File: config.mk
export PLATFORM = sky130hd
export DESIGN_NAME = stim_gen
export DESIGN_NICKNAME = d
export VERILOG_FILES = /design/src/rtl/stim_pkg.sv /design/src/rtl/stim_gen_lfsr32.sv /design/src/rtl/stim_gen.sv
export SDC_FILE = /design/constraint.sdc
export NUM_CORES = 1
export LEC_CHECK = 0
export ABC_AREA = 1
export BUFFER_PORTS_ARGS = -buffer_cell sky130_fd_sc_hd__buf_4
export CAP_MARGIN = 20
export CORE_MARGIN = 2
export CORE_UTILIZATION = 41
export DETAILED_ROUTE_END_ITERATION = 12
export PLACE_DENSITY_LB_ADDON = 0.15
export SLEW_MARGIN = 20
export SYNTH_ARGS = -nofsm -noshare
export SYNTH_HDL_FRONTEND = slang
export SYNTH_SLANG_ARGS = --single-unit
File: constraint.sdc
create_clock -name clk -period 8.6 [get_ports clk]
set_input_delay 0.86 -clock clk [delete_from_list [all_inputs] [get_ports clk]]
set_output_delay 0.86 -clock clk [all_outputs]
set_load 0.01 [all_outputs]
File: src/rtl/stim_pkg.sv
// Shared definitions for the stimulus generator.
//   - stimulus mode and FSM state encodings
//   - Galois LFSR tap constant and the mask that derives the B seed
//   - corner-value table and the LFSR helper functions
package stim_pkg;

  typedef enum logic [1:0] {
    MODE_RANDOM = 2'd0,
    MODE_CORNER = 2'd1,
    MODE_WALK   = 2'd2,
    MODE_COUNT  = 2'd3
  } mode_e;

  typedef enum logic [1:0] {
    ST_IDLE = 2'd0,
    ST_RUN  = 2'd1,
    ST_DONE = 2'd2
  } state_e;

  localparam logic [31:0] LFSR_TAPS   = 32'h8020_0003;
  localparam logic [31:0] B_SEED_MASK = 32'hA5A5_A5A5;
  localparam logic [31:0] LFSR_ONE    = 32'h0000_0001;

  // One right-shifting Galois step; the taps are folded in when bit 0 falls out.
  function automatic logic [31:0] lfsr_step(input logic [31:0] s);
    logic [31:0] r;
    r = {1'b0, s[31:1]};
    if (s[0]) begin
      r = r ^ LFSR_TAPS;
    end else begin
      r = r;
    end
    return r;
  endfunction

  // An all-zero state would lock the LFSR, so it is replaced by 1.
  function automatic logic [31:0] seed_fix(input logic [31:0] s);
    logic [31:0] r;
    if (s == 32'd0) begin
      r = LFSR_ONE;
    end else begin
      r = s;
    end
    return r;
  endfunction

  // Corner-value table, indexed by a 4-bit slice of the test index.
  function automatic logic [31:0] corner_value(input logic [3:0] idx);
    logic [31:0] r;
    case (idx)
      4'd0:    r = 32'h0000_0000;
      4'd1:    r = 32'h0000_0001;
      4'd2:    r = 32'h0000_0002;
      4'd3:    r = 32'h0000_0003;
      4'd4:    r = 32'h7FFF_FFFE;
      4'd5:    r = 32'h7FFF_FFFF;
      4'd6:    r = 32'h8000_0000;
      4'd7:    r = 32'h8000_0001;
      4'd8:    r = 32'hFFFF_FFFE;
      4'd9:    r = 32'hFFFF_FFFF;
      4'd10:   r = 32'h5555_5555;
      4'd11:   r = 32'hAAAA_AAAA;
      4'd12:   r = 32'h0000_FFFF;
      4'd13:   r = 32'hFFFF_0000;
      4'd14:   r = 32'h4000_0000;
      4'd15:   r = 32'hC000_0000;
      default: r = 32'h0000_0000;
    endcase
    return r;
  endfunction

endpackage

File: src/rtl/stim_gen_lfsr32.sv
// 32-bit Galois LFSR used as a random operand source.
// Ports:
//   clk, reset : clock and synchronous active-high reset (state -> 1)
//   load       : replace the state with seed (zero seed becomes 1)
//   advance    : step the LFSR once; with load, the step is taken from the seed
//   seed       : seed value used on load
//   state      : current LFSR state
module lfsr32
  import stim_pkg::*;
(
  input  logic        clk,
  input  logic        reset,
  input  logic        load,
  input  logic        advance,
  input  logic [31:0] seed,
  output logic [31:0] state
);

  logic [31:0] state_r;

  // State register: load (optionally with one step) or free advance.
  always_ff @(posedge clk) begin
    if (reset) begin
      state_r <= LFSR_ONE;
    end else if (load) begin
      state_r <= advance ? lfsr_step(seed_fix(seed)) : seed_fix(seed);
    end else if (advance) begin
      state_r <= lfsr_step(state_r);
    end
  end

  assign state = state_r;

endmodule

File: src/rtl/stim_gen.sv
// Operand-pair stimulus generator.
// A run of i_num_tests pairs is started by i_start in IDLE; one pair is
// issued per cycle, the first one the cycle after i_start.
// Ports:
//   clk, reset              : clock, synchronous active-high reset
//   i_start                 : run request, sampled only in IDLE
//   i_num_tests/i_mode/i_seed : run parameters, sampled with i_start
//   o_dut_ia, o_dut_ib      : registered operand pair (held when idle)
//   o_valid                 : a new pair is present this cycle
//   o_busy                  : run in progress
//   o_done                  : one-cycle end-of-run pulse
module stim_gen
  import stim_pkg::*;
#(
  parameter int WIDTH = 32
) (
  input  logic             clk,
  input  logic             reset,
  input  logic             i_start,
  input  logic [31:0]      i_num_tests,
  input  logic [1:0]       i_mode,
  input  logic [31:0]      i_seed,
  output logic [WIDTH-1:0] o_dut_ia,
  output logic [WIDTH-1:0] o_dut_ib,
  output logic             o_valid,
  output logic             o_busy,
  output logic             o_done
);

  state_e      state_r, state_n;
  mode_e       mode_r, issue_mode_s;
  logic [31:0] cnt_r, k_r, k_n, issue_k_s;
  logic        issue_s, done_s, latch_s, lfsr_load_s, lfsr_adv_s;
  logic [31:0] a_state_s, b_state_s, a_pair_s, b_pair_s;
  logic [WIDTH-1:0] ia_r, ib_r;
  logic        valid_r, busy_r, done_r;

  lfsr32 u_lfsr_a (
    .clk     (clk),
    .reset   (reset),
    .load    (lfsr_load_s),
    .advance (lfsr_adv_s),
    .seed    (i_seed),
    .state   (a_state_s)
  );

  lfsr32 u_lfsr_b (
    .clk     (clk),
    .reset   (reset),
    .load    (lfsr_load_s),
    .advance (lfsr_adv_s),
    .seed    (i_seed ^ B_SEED_MASK),
    .state   (b_state_s)
  );

  // Next-state logic and selection of which pair index to issue next.
  always_comb begin
    state_n      = state_r;
    k_n          = k_r;
    issue_s      = 1'b0;
    done_s       = 1'b0;
    latch_s      = 1'b0;
    lfsr_load_s  = 1'b0;
    lfsr_adv_s   = 1'b0;
    issue_k_s    = k_r;
    issue_mode_s = mode_r;
    case (state_r)
      ST_IDLE: begin
        if (i_start) begin
          if (i_num_tests != 32'd0) begin
            state_n      = ST_RUN;
            latch_s      = 1'b1;
            k_n          = 32'd0;
            issue_s      = 1'b1;
            issue_k_s    = 32'd0;
            issue_mode_s = mode_e'(i_mode);
            // Load and step together so the LFSR always holds the pair on display.
            lfsr_load_s  = 1'b1;
            lfsr_adv_s   = 1'b1;
          end else begin
            state_n = ST_DONE;
            done_s  = 1'b1;
          end
        end else begin
          state_n = ST_IDLE;
        end
      end
      ST_RUN: begin
        // k_r is the index currently on the outputs.
        if (k_r == cnt_r - 32'd1) begin
          state_n = ST_DONE;
          done_s  = 1'b1;
        end else begin
          k_n        = k_r + 32'd1;
          issue_s    = 1'b1;
          issue_k_s  = k_r + 32'd1;
          lfsr_adv_s = 1'b1;
        end
      end
      ST_DONE: begin
        state_n = ST_IDLE;
      end
      default: begin
        state_n = ST_IDLE;
      end
    endcase
  end

  // Operand pair for the index being issued, per stimulus mode.
  always_comb begin
    a_pair_s = 32'd0;
    b_pair_s = 32'd0;
    case (issue_mode_s)
      MODE_RANDOM: begin
        if (lfsr_load_s) begin
          a_pair_s = lfsr_step(seed_fix(i_seed));
          b_pair_s = lfsr_step(seed_fix(i_seed ^ B_SEED_MASK));
        end else begin
          a_pair_s = lfsr_step(a_state_s);
          b_pair_s = lfsr_step(b_state_s);
        end
      end
      MODE_CORNER: begin
        a_pair_s = corner_value(issue_k_s[7:4]);
        b_pair_s = corner_value(issue_k_s[3:0]);
      end
      MODE_WALK: begin
        a_pair_s = 32'd1 << issue_k_s[4:0];
        b_pair_s = ~(32'd1 << issue_k_s[4:0]);
      end
      MODE_COUNT: begin
        a_pair_s = issue_k_s;
        b_pair_s = ~issue_k_s;
      end
      default: begin
        a_pair_s = 32'd0;
        b_pair_s = 32'd0;
      end
    endcase
  end

  // State, run parameters and registered outputs.
  always_ff @(posedge clk) begin
    if (reset) begin
      state_r <= ST_IDLE;
      mode_r  <= MODE_RANDOM;
      cnt_r   <= 32'd0;
      k_r     <= 32'd0;
      valid_r <= 1'b0;
      busy_r  <= 1'b0;
      done_r  <= 1'b0;
      ia_r    <= '0;
      ib_r    <= '0;
    end else begin
      state_r <= state_n;
      k_r     <= k_n;
      valid_r <= issue_s;
      busy_r  <= issue_s;
      done_r  <= done_s;
      if (latch_s) begin
        mode_r <= mode_e'(i_mode);
        cnt_r  <= i_num_tests;
      end
      if (issue_s) begin
        ia_r <= a_pair_s;
        ib_r <= b_pair_s;
      end
    end
  end

  assign o_dut_ia = ia_r;
  assign o_dut_ib = ib_r;
  assign o_valid  = valid_r;
  assign o_busy   = busy_r;
  assign o_done   = done_r;

endmodule
* Word level (Yosys, flattened, before mapping)
Memory sizes are Yosys's and may differ from the RTL's. Cells that the tools add are included.
Word-level totals: register bits 198, ROM bits 1024, input port bits 69, output and inout bits 67, word-level logic and storage cells 80, memories 2
Operators by class: add/sub/neg operators 2, eq/ne operators 6, shift operators 1, multiplexer cells 44, bitwise logic cells 9, reductions and logical operators 6
Memory list:
- (no name shown) | depth 16, width 32, rd ports 1, clocked after memory_dff 0, write ports 0, line stim_pkg.sv:50 | case (idx)
- (no name shown) | depth 16, width 32, rd ports 1, clocked after memory_dff 0, write ports 0, line stim_pkg.sv:50
Operators with widths (number):
- two-way mux 32 bit | 25
- case mux 32 bit (4 select lines) | 2
- zero test 32 bit | 2
- inverter 32 bit | 2
- case mux 32 bit (2 select lines) | 1
- adder 32 x 1 -> 32 bit, second input constant | 1
- equality test 32 bit | 1
- nonzero test 32 bit | 1
- << shifter 1 x 5 -> 32 bit, first input constant | 1
- subtractor 32 x 1 -> 32 bit, second input constant | 1
- inverter 3 -> 4 bit | 6
- inverter 16 bit | 1
- two-way mux 2 bit | 6
- two-way mux 1 bit | 7
- equality test 2 x 1 -> 1 bit, second input constant | 2
- equality test 2 bit, second input constant | 2
- zero test 2 bit | 2
- case mux 1 bit (2 select lines) | 2
- case mux 2 bit (2 select lines) | 1
- != test 2 bit, second input constant | 1
- nonzero test 2 bit | 1

* Longest topological paths before layout
Gate-level depths: netlist (run 1).
depth after elaboration 10, depth in mapped cells 28

* Cells and area by module
From an unflattened synthesis (run 1), not the netlist that was laid out.
Unflattened totals: cell total of the unflattened synthesis 2382, area, all modules 14501.4 sq um
Modules (own cells, without submodules):
- stim_gen | instances 1, cells an instance 1804, area an instance 10715.3 sq um
- lfsr32 | instances 2, cells an instance 289, area an instance 1893.1 sq um

* Worst setup path after synthesis (run 1)
No wires, ideal clock.
path kind in2reg, start input port i_num_tests[7], end register ia_r[14], in the netlist o_dut_ia[14], setup time 0.116 ns, arrival 3.092 ns, data required time 8.484 ns, setup slack 5.392 ns, stages 18, buffers on the path 2, path through nor4_1 > nand4_1 > or2_1 > a31oi_1 > nand2_1 > nand2_2 > nand2_4 > buf_6 > buf_6 > ha_1 > inv_1 > nand2_1 > nand2_1 > nand2_1 > nand3_2 > nand2_2 > o21ai_1 > nand2_1
Between the ends: cells in the longest elaborated chain, start to end 6, elaborated cells between the ends (all ways) 19, those cells by class 3 x eq/ne; 1 x shift; 12 x mux; 2 x reduce/logical; 1 x memory
Ends and longest elaborated chain:
- from (decl) | line stim_gen.sv:20 | input logic [31:0] i_num_tests,
- nonzero test 32 bit (*) | line stim_gen.sv:70 | if (i_num_tests != 32'd0) begin
- two-way mux 32 bit (tied with other cells) (2 in series)
- case mux 32 bit (2 select lines) (tied with other cells)
- memory (16 x 32 bit) (tied with other cells)
- case mux 32 bit (4 select lines) | line stim_gen.sv:113 | case (issue_mode_s)
- to (signal assigned) | line stim_gen.sv:165 | ia_r <= a_pair_s;
- to (decl) | line stim_gen.sv:35 | logic [WIDTH-1:0] ia_r, ib_r;
Every way passes the cells marked *; elsewhere a longest branch is shown, timed or not. A chain may end at the register's enable or synchronous reset.

* Final worst setup path (run 1)
start input port i_num_tests[31], end register ib_r[30], in the netlist o_dut_ib[30]
Between the ends: cells in the longest elaborated chain, start to end 7, elaborated cells between the ends (all ways) 21, those cells by class 3 x eq/ne; 1 x shift; 12 x mux; 2 x bitwise; 2 x reduce/logical; 1 x memory
Ends and longest elaborated chain:
- nonzero test 32 bit (*) | line stim_gen.sv:70
- parallel branches: the longest is 6 deep, another holds memory (16 x 32 bit)
- to (signal assigned) | line stim_gen.sv:166 | ib_r <= b_pair_s;
- to (decl) | line stim_gen.sv:35
Mark *: on every way between the ends.

==> metrics, run 1 <==
Final Hold Violating Endpoints 0; Critical Path, Cell by Cell buf_4, nor4_1, nand4_1, or2_1, nand3_4, nand2_1, nand2_1, inv_1, nor2_4, clkinv_1, o211ai_1, nor2_1, nor2_1; Final Skew 17.4 ps; vias per cell 5.45; Min Hold Slack 454 ps; Hold Startpoint o_dut_ia[5]; FF-to-FF path depth 24; clock-pin slew on the worst setup and hold paths 80 ps; f_max 199 MHz; hold path endpoint o_dut_ia[5]; vias in the first global route 13500; first-pass GRT wire length 80700 um; cts hold-fix bufs 0; largest net degree at the start of global routing 83; CP bufs+invs 3; FFs w/ async S/R, synth 0%; Peak VDD IR 0.143 mV; GRT Total Usage 32.5%; final WL 53800 um; postcts setup bufs 0; cts repair resizes 0; Cell Area, Placed 14100 um^2; cell family with the largest share of critical-path delay simple AND/OR/NAND/NOR gates; outcome finished clean; Slew headroom 41.2%; share of cells above drive strength 1 12.3%; Area Overhead vs Synth 14.2%; max-slew violations 0; endpoints failing setup 0; Final Critical Period 5030 ps; FF+latch count, synth 198; clk_lat worst skew 460 ps; Pwr Total 2.65 mW; Lkg Pwr 6.86 nW; hpwl dp 42000 um; Starting Density 41.4%; Initial DRT Pass Iterations 5; Die Width 182 um; Cell variety after synth 49; I/O Pins 136; Worst Hold Path Cells 2; Worst R2R End o_dut_ia[8]; critical path launch point type primary input; Synth warnings 0; CTS root buf clkbuf_16; Worst Path Class, Setup in -> reg; DR DRC count 0; detailed-route via count 14200; Synth Instances 2117; H-tree Lvls 4; die height 182 um; max cap viols 0; Design Area, Final 14800 um^2; Antenna diodes 0; Die ar. 33000 um^2; std cell rows 65; PwrDens 179 nW/um^2; fin crit share 58.5%; clk sinks 198; IO buf count 135; final setup TNS 0 ps; Arr. time, crit path 5420 ps; Synthesized Nets 2204; RSZ-0062 raised after global routing false; slowest stage delay, CP 840 ps; mapped cell area 13000 um^2; initial antenna violation count 0; fillcell total 3386; slack of the worst reg-to-reg path 3700 ps; Seq/Total Area, Yosys 30.6%; CTS tree done; CP Max Fanout 35; mean routed wirelength per cell 20.7 um; GR Overflow Total 0; worst-case clock buffer depth 2; CP max-delay cell clkinv_1; nets@finish 2276; Core ar. 31300 um^2; Num CTS Buffers 17; initial DRC count 1326; HP Class reg -> reg; number of synthesized flops with an enable pin 0; Worst Path Required 8990 ps; final antenna-violating net count 0; Main synth FF type dfxtp_1; gpl congestion 1.03; Slew @ Worst Pin 880 ps; reg2reg start cnt_r[0]; mean post-synth cell area 6.12 um^2; CP Depth 13; nature of the critical path endpoint flop
## sequential cells by signal (all words and copies together), names as in the netlist
signal / count
o_busy: 1
o_dut_ib: 32
k_r: 32
state_r: 2
o_dut_ia: 32
u_lfsr_b.state: 32
cnt_r: 32
o_done: 1
mode_r: 2
u_lfsr_a.state: 32
## metrics by stage
step	util, %	setup WS, ps	instances
5_1_grt	47.2	3270	2604
3_3_place_gp	45.1	3340	2572
2_1_floorplan	-	5390	2117
4_1_cts	47.2	3690	2604
3_5_place_dp	45.1	3220	2572
6_report	47.2	3570	2604
## synthesized netlist by cell type (3+ instances only)
cell type | instances | area share, %
a211oi_1 | 4 | 0.23
a21oi_1 | 44 | 1.7
a22o_1 | 4 | 0.27
a31oi_1 | 3 | 0.14
buf_1 | 4 | 0.12
buf_2 | 19 | 0.73
buf_4 | 4 | 0.23
buf_6 | 10 | 0.87
clkbuf_1 | 53 | 1.5
clkinv_1 | 4 | 0.12
dfxtp_1 | 198 | 31
ha_1 | 18 | 1.7
inv_1 | 207 | 6.0
inv_2 | 13 | 0.38
nand2_1 | 699 | 20
nand2_2 | 18 | 0.87
nand2_4 | 5 | 0.43
nand3_1 | 90 | 3.5
nand3_2 | 8 | 0.62
nand3b_1 | 8 | 0.46
nand4_1 | 42 | 2.0
nor2_1 | 227 | 6.6
nor2_2 | 23 | 1.1
nor2_4 | 10 | 0.87
nor3_1 | 23 | 0.89
nor4_1 | 28 | 1.4
o211ai_1 | 22 | 1.3
o21a_1 | 3 | 0.17
o21ai_0 | 147 | 5.7
o21ai_1 | 89 | 3.4
o21bai_1 | 3 | 0.17
o22ai_1 | 10 | 0.48
or2_2 | 5 | 0.24
xnor2_1 | 17 | 1.1
xor2_1 | 38 | 2.6
## power breakdown
| group | total (mW) | switching (mW) | internal (mW) |
|---|---|---|---|
| registers | 1.05 | 0.0581 | 0.995 |
| clock network | 0.932 | 0.426 | 0.506 |
| logic | 0.661 | 0.445 | 0.217 |
## worst max-delay path by stage
stage	start	end	slack, ps
after floorplan	i_num_tests[7]	o_dut_ia[14]	5390
after global placement	i_num_tests[3]	o_dut_ib[30]	3340
after detailed placement	i_num_tests[3]	o_dut_ia[23]	3220
after CTS	i_num_tests[3]	o_dut_ia[23]	3690
after global routing	i_num_tests[3]	o_dut_ia[21]	3270
final	i_num_tests[31]	o_dut_ib[30]	3570
## worst reg2reg max path, stage by stage (launching register included)
cell	delay, ps
dfxtp_1	330
inv_2	100
ha_1	200
nand2_2	160
nor2_4	370
nand2_1	200
nor2_1	150
nand2_1	60
nand2_1	170
inv_1	60
nor2_1	90
nand2_1	90
nor2_4	170
nand3_2	630
nand2_1	220
nand3_1	150
nand2_2	220
inv_1	210
ha_1	250
inv_1	110
nand2_1	110
nand3_2	200
nand2_2	140
o21ai_1	320
nand2_1	90
## final cells by class
| cell class | count | area [um^2] | share of cell area, % |
|---|---|---|---|
| flip-flops and latches | 198 | 3960 | 26.8 |
| clock buffers | 17 | 425 | 2.88 |
| inverters | 225 | 847 | 5.73 |
| clock inverters | 15 | 256 | 1.73 |
| well taps | 402 | 503 | 3.40 |
| multi-input cells | 1604 | 7720 | 52.2 |
| repair buffers | 143 | 1070 | 7.26 |
## cell usage in the layout, fill, tap and decap left out, types with 22 or more instances in the layout
| cell | synthesis | routed |
|---|---|---|
| o21ai_0 | 147 | 147 |
| xor2_1 | 38 | 38 |
| o211ai_1 | 22 | 22 |
| nand3_1 | 90 | 89 |
| buf_4 | 4 | 143 |
| nor2_2 | 23 | 23 |
| nor3_1 | 23 | 23 |
| inv_1 | 207 | 206 |
| o21ai_1 | 89 | 89 |
| dfxtp_1 | 198 | 198 |
| a21oi_1 | 44 | 44 |
| nor4_1 | 28 | 28 |
| nand2_1 | 699 | 699 |
| nand4_1 | 42 | 42 |
| nor2_1 | 227 | 225 |
## cell families after synthesis
group | synth area share, %
adders and majority gates | 1.74
xor gates and xnor gates | 3.72
DFF | 30.6
and+or+nand+nor | 39.6
AOI/OAI and AO/OA | 14.3
buffers and inverters | 10.0
## routing by layer
layer | GRT usage [%] | vias up | share of wire [%]
met5 | 0 | - | 0
met4 | 19.3 | 0 | 6.3
met3 | 5.11 | 119 | 6.5
met2 | 54.5 | 588 | 47
met1 | 39.3 | 6571 | 40
li1 | - | 6907 | -
Power figures use the tool's default switching activity.
==> inputs of run 2 (changes only) <==
clock period = 4.9 ns   (was 8.6 ns; I/O delays follow)
==> run 2 against run 1 <==
Die area unchanged. Clock power up 57%. Cell count up 1.4%. Via count up 1.8%. Global-route usage up 1.2 points. Non-clock buffer count up 36. Design area up 1.3%. Critical path type is now reg -> reg.
==> metrics, run 2 (synthesis gave the netlist of run 1 again) <==
Peak VDD IR 0.253 mV (+77%); I/O Pins 136 (unchanged); Slew @ Worst Pin 832 ps (-48.2 ps); pre-CTS setup slack 491 ps (-2730 ps); postcts setup bufs 0 (unchanged); hpwl dp 44300 um (+5.5%); initial DRC count 1294 (-2.4%); Sequential Power Share 40.9% (+1.1 points); nature of the critical path endpoint flop; share of cells above drive strength 1 13.6% (+1.4 points); std cell rows 65 (unchanged); most frequent cells in the layout nand2_1, nor2_1, inv_1; Design Area, Final 15000 um^2 (+1.3%); clock-pin slew on the worst setup and hold paths 80 ps (about the same); final setup TNS 0 ps (unchanged); Final Critical Period 4460 ps; Final Skew 11.6 ps (-5.84 ps); CTS root buf clkbuf_16; IO buf count 135 (unchanged); GRT Total Usage 33.7% (+1.2 points); Die Width 182 um (unchanged); nets@finish 2312 (+1.6%); final antenna-violating net count 0 (unchanged); Initial DRT Pass Iterations 5 (unchanged); H-tree Lvls 4 (unchanged); largest net degree at the start of global routing 84 (+1.2%); switching pwr 1.64 mW (+76%); HP Class in -> reg; Non-Filler Instances 2640 (+1.4%); Gate power share 26.7% (+1.7 points); Cell Area, Placed 14400 um^2 (+2.0%); mean routed wirelength per cell 21.2 um (+2.6%); vias in the first global route 13500 (+0.52%); Worst Hold Path Cells 3 (+1); clk_lat worst skew 460 ps (about the same); final WL 56000 um (+4.0%); GRT met2 Usage 55.9% (+1.3 points); worst-case clock buffer depth 2 (unchanged); max cap viols 0 (unchanged); FF-to-FF path depth 20 (-17%); Inst Count DP 2608 (+1.4%); Worst Path Class, Setup reg -> reg; Antenna diodes 0 (unchanged); critical path launch point type flop; cts hold-fix bufs 0 (unchanged); post-layout util 47.9% (+0.63 points); cts repair resizes 0 (unchanged); CTS tree done; f_max 224 MHz; Arr. time, crit path 4800 ps (-620 ps); Area Overhead vs Synth 15.7%; Die ar. 33000 um^2 (unchanged); vias per cell 5.47 (+0.42%); die height 182 um (unchanged); CP Max Fanout 40 (+14%); max-slew violations 0 (unchanged); Slew headroom 44.5% (+3.4 points); fillcell total 3360 (-0.77%); Min Hold Slack 293 ps (-161 ps); Lkg Pwr 6.99 nW (+1.9%); gpl congestion 1.04 (+1.0%); initial antenna violation count 0 (unchanged); met3 Use GR 4.83% (-0.28 points); commonest non-fill, non-tap cell in the layout nand2_1; clk sinks 198 (unchanged); RSZ-0062 raised after global routing false; Num CTS Buffers 17 (unchanged); Multi-input gate area 7720 um^2 (unchanged); FF/Latch Area 3960 um^2 (unchanged); fin crit share 90.9%; Starting Density 41.4% (unchanged); Pwr Total 4.51 mW (+70%); internal power 2.87 mW (+67%); Final Hold Violating Endpoints 0 (unchanged); M1 GR Usage 40.5% (+1.2 points); Worst Path Required 5250 ps (-3740 ps); busiest grt layer met2; GR Overflow Total 0 (unchanged); PwrDens 301 nW/um^2 (+68%); Setup WS post-layout 444 ps (-3130 ps); first-pass GRT wire length 83100 um (+3.0%); Clk pwr share 32.4% (-2.8 points); detailed-route via count 14400 (+1.8%); Sw Share 36.3% (+1.2 points); outcome finished clean; Core ar. 31300 um^2 (unchanged); endpoints failing setup 0 (unchanged); DR DRC count 0 (unchanged)
==> run 2: power groups by stage <==
stage | sequential, mW | clock (mW) | combinational [mW]
floorplan | 1.89 | 0 | 0.693
global placement | 1.88 | 0 | 1.19
detailed placement | 1.88 | 0 | 1.19
CTS | 1.85 | 1.47 | 1.19
global route | 1.86 | 1.54 | 1.31
finish | 1.85 | 1.46 | 1.20
==> run 2: worst paths after layout <==
kind / from / end / slack [ps]
worst max-delay path: cnt_r[0] / o_dut_ib[26] / 440
worst min-delay path: i_num_tests[23] / cnt_r[23] / 290
worst max register to register: cnt_r[0] / o_dut_ib[26] / 440
worst min register to register: u_lfsr_b.state[29] / u_lfsr_b.state[29] / 460
==> run 2: per-layer routing <==
| layer | wire (um) | up-vias |
|---|---|---|
| met4 | 4100 | 0 |
| met5 | 0 | - |
| li1 | - | 6990 |
| met1 | 22600 | 6663 |
| met3 | 3110 | 157 |
| met2 | 26200 | 631 |
==> run 2: area by class of cell <==
cell class | count | area share, %
Inverter | 225 | 5.65
Multi-Input combinational cell | 1604 | 51.5
Tap cell | 402 | 3.36
Timing Repair Buffer | 179 | 9.05
Clock buffer | 18 | 2.86
Sequential cell | 198 | 26.4
Clock inverter | 14 | 1.11
==> run 2: critical path: stages (launching register included) <==
cell and delay [ps]:
dfxtp_1 340, inv_2 100, ha_1 200, nand2_2 140, nor2_4 240, nand2_1 140, nor2_2 150, xor2_1 300
nand3_1 140, nor2_2 140, nand3_4 170, nand2_4 130, nand2_4 200, inv_2 390, nor2_4 150, inv_2 280
nor2_1 90, inv_2 510, nand2_1 170, o21ai_1 240, nand2_1 80
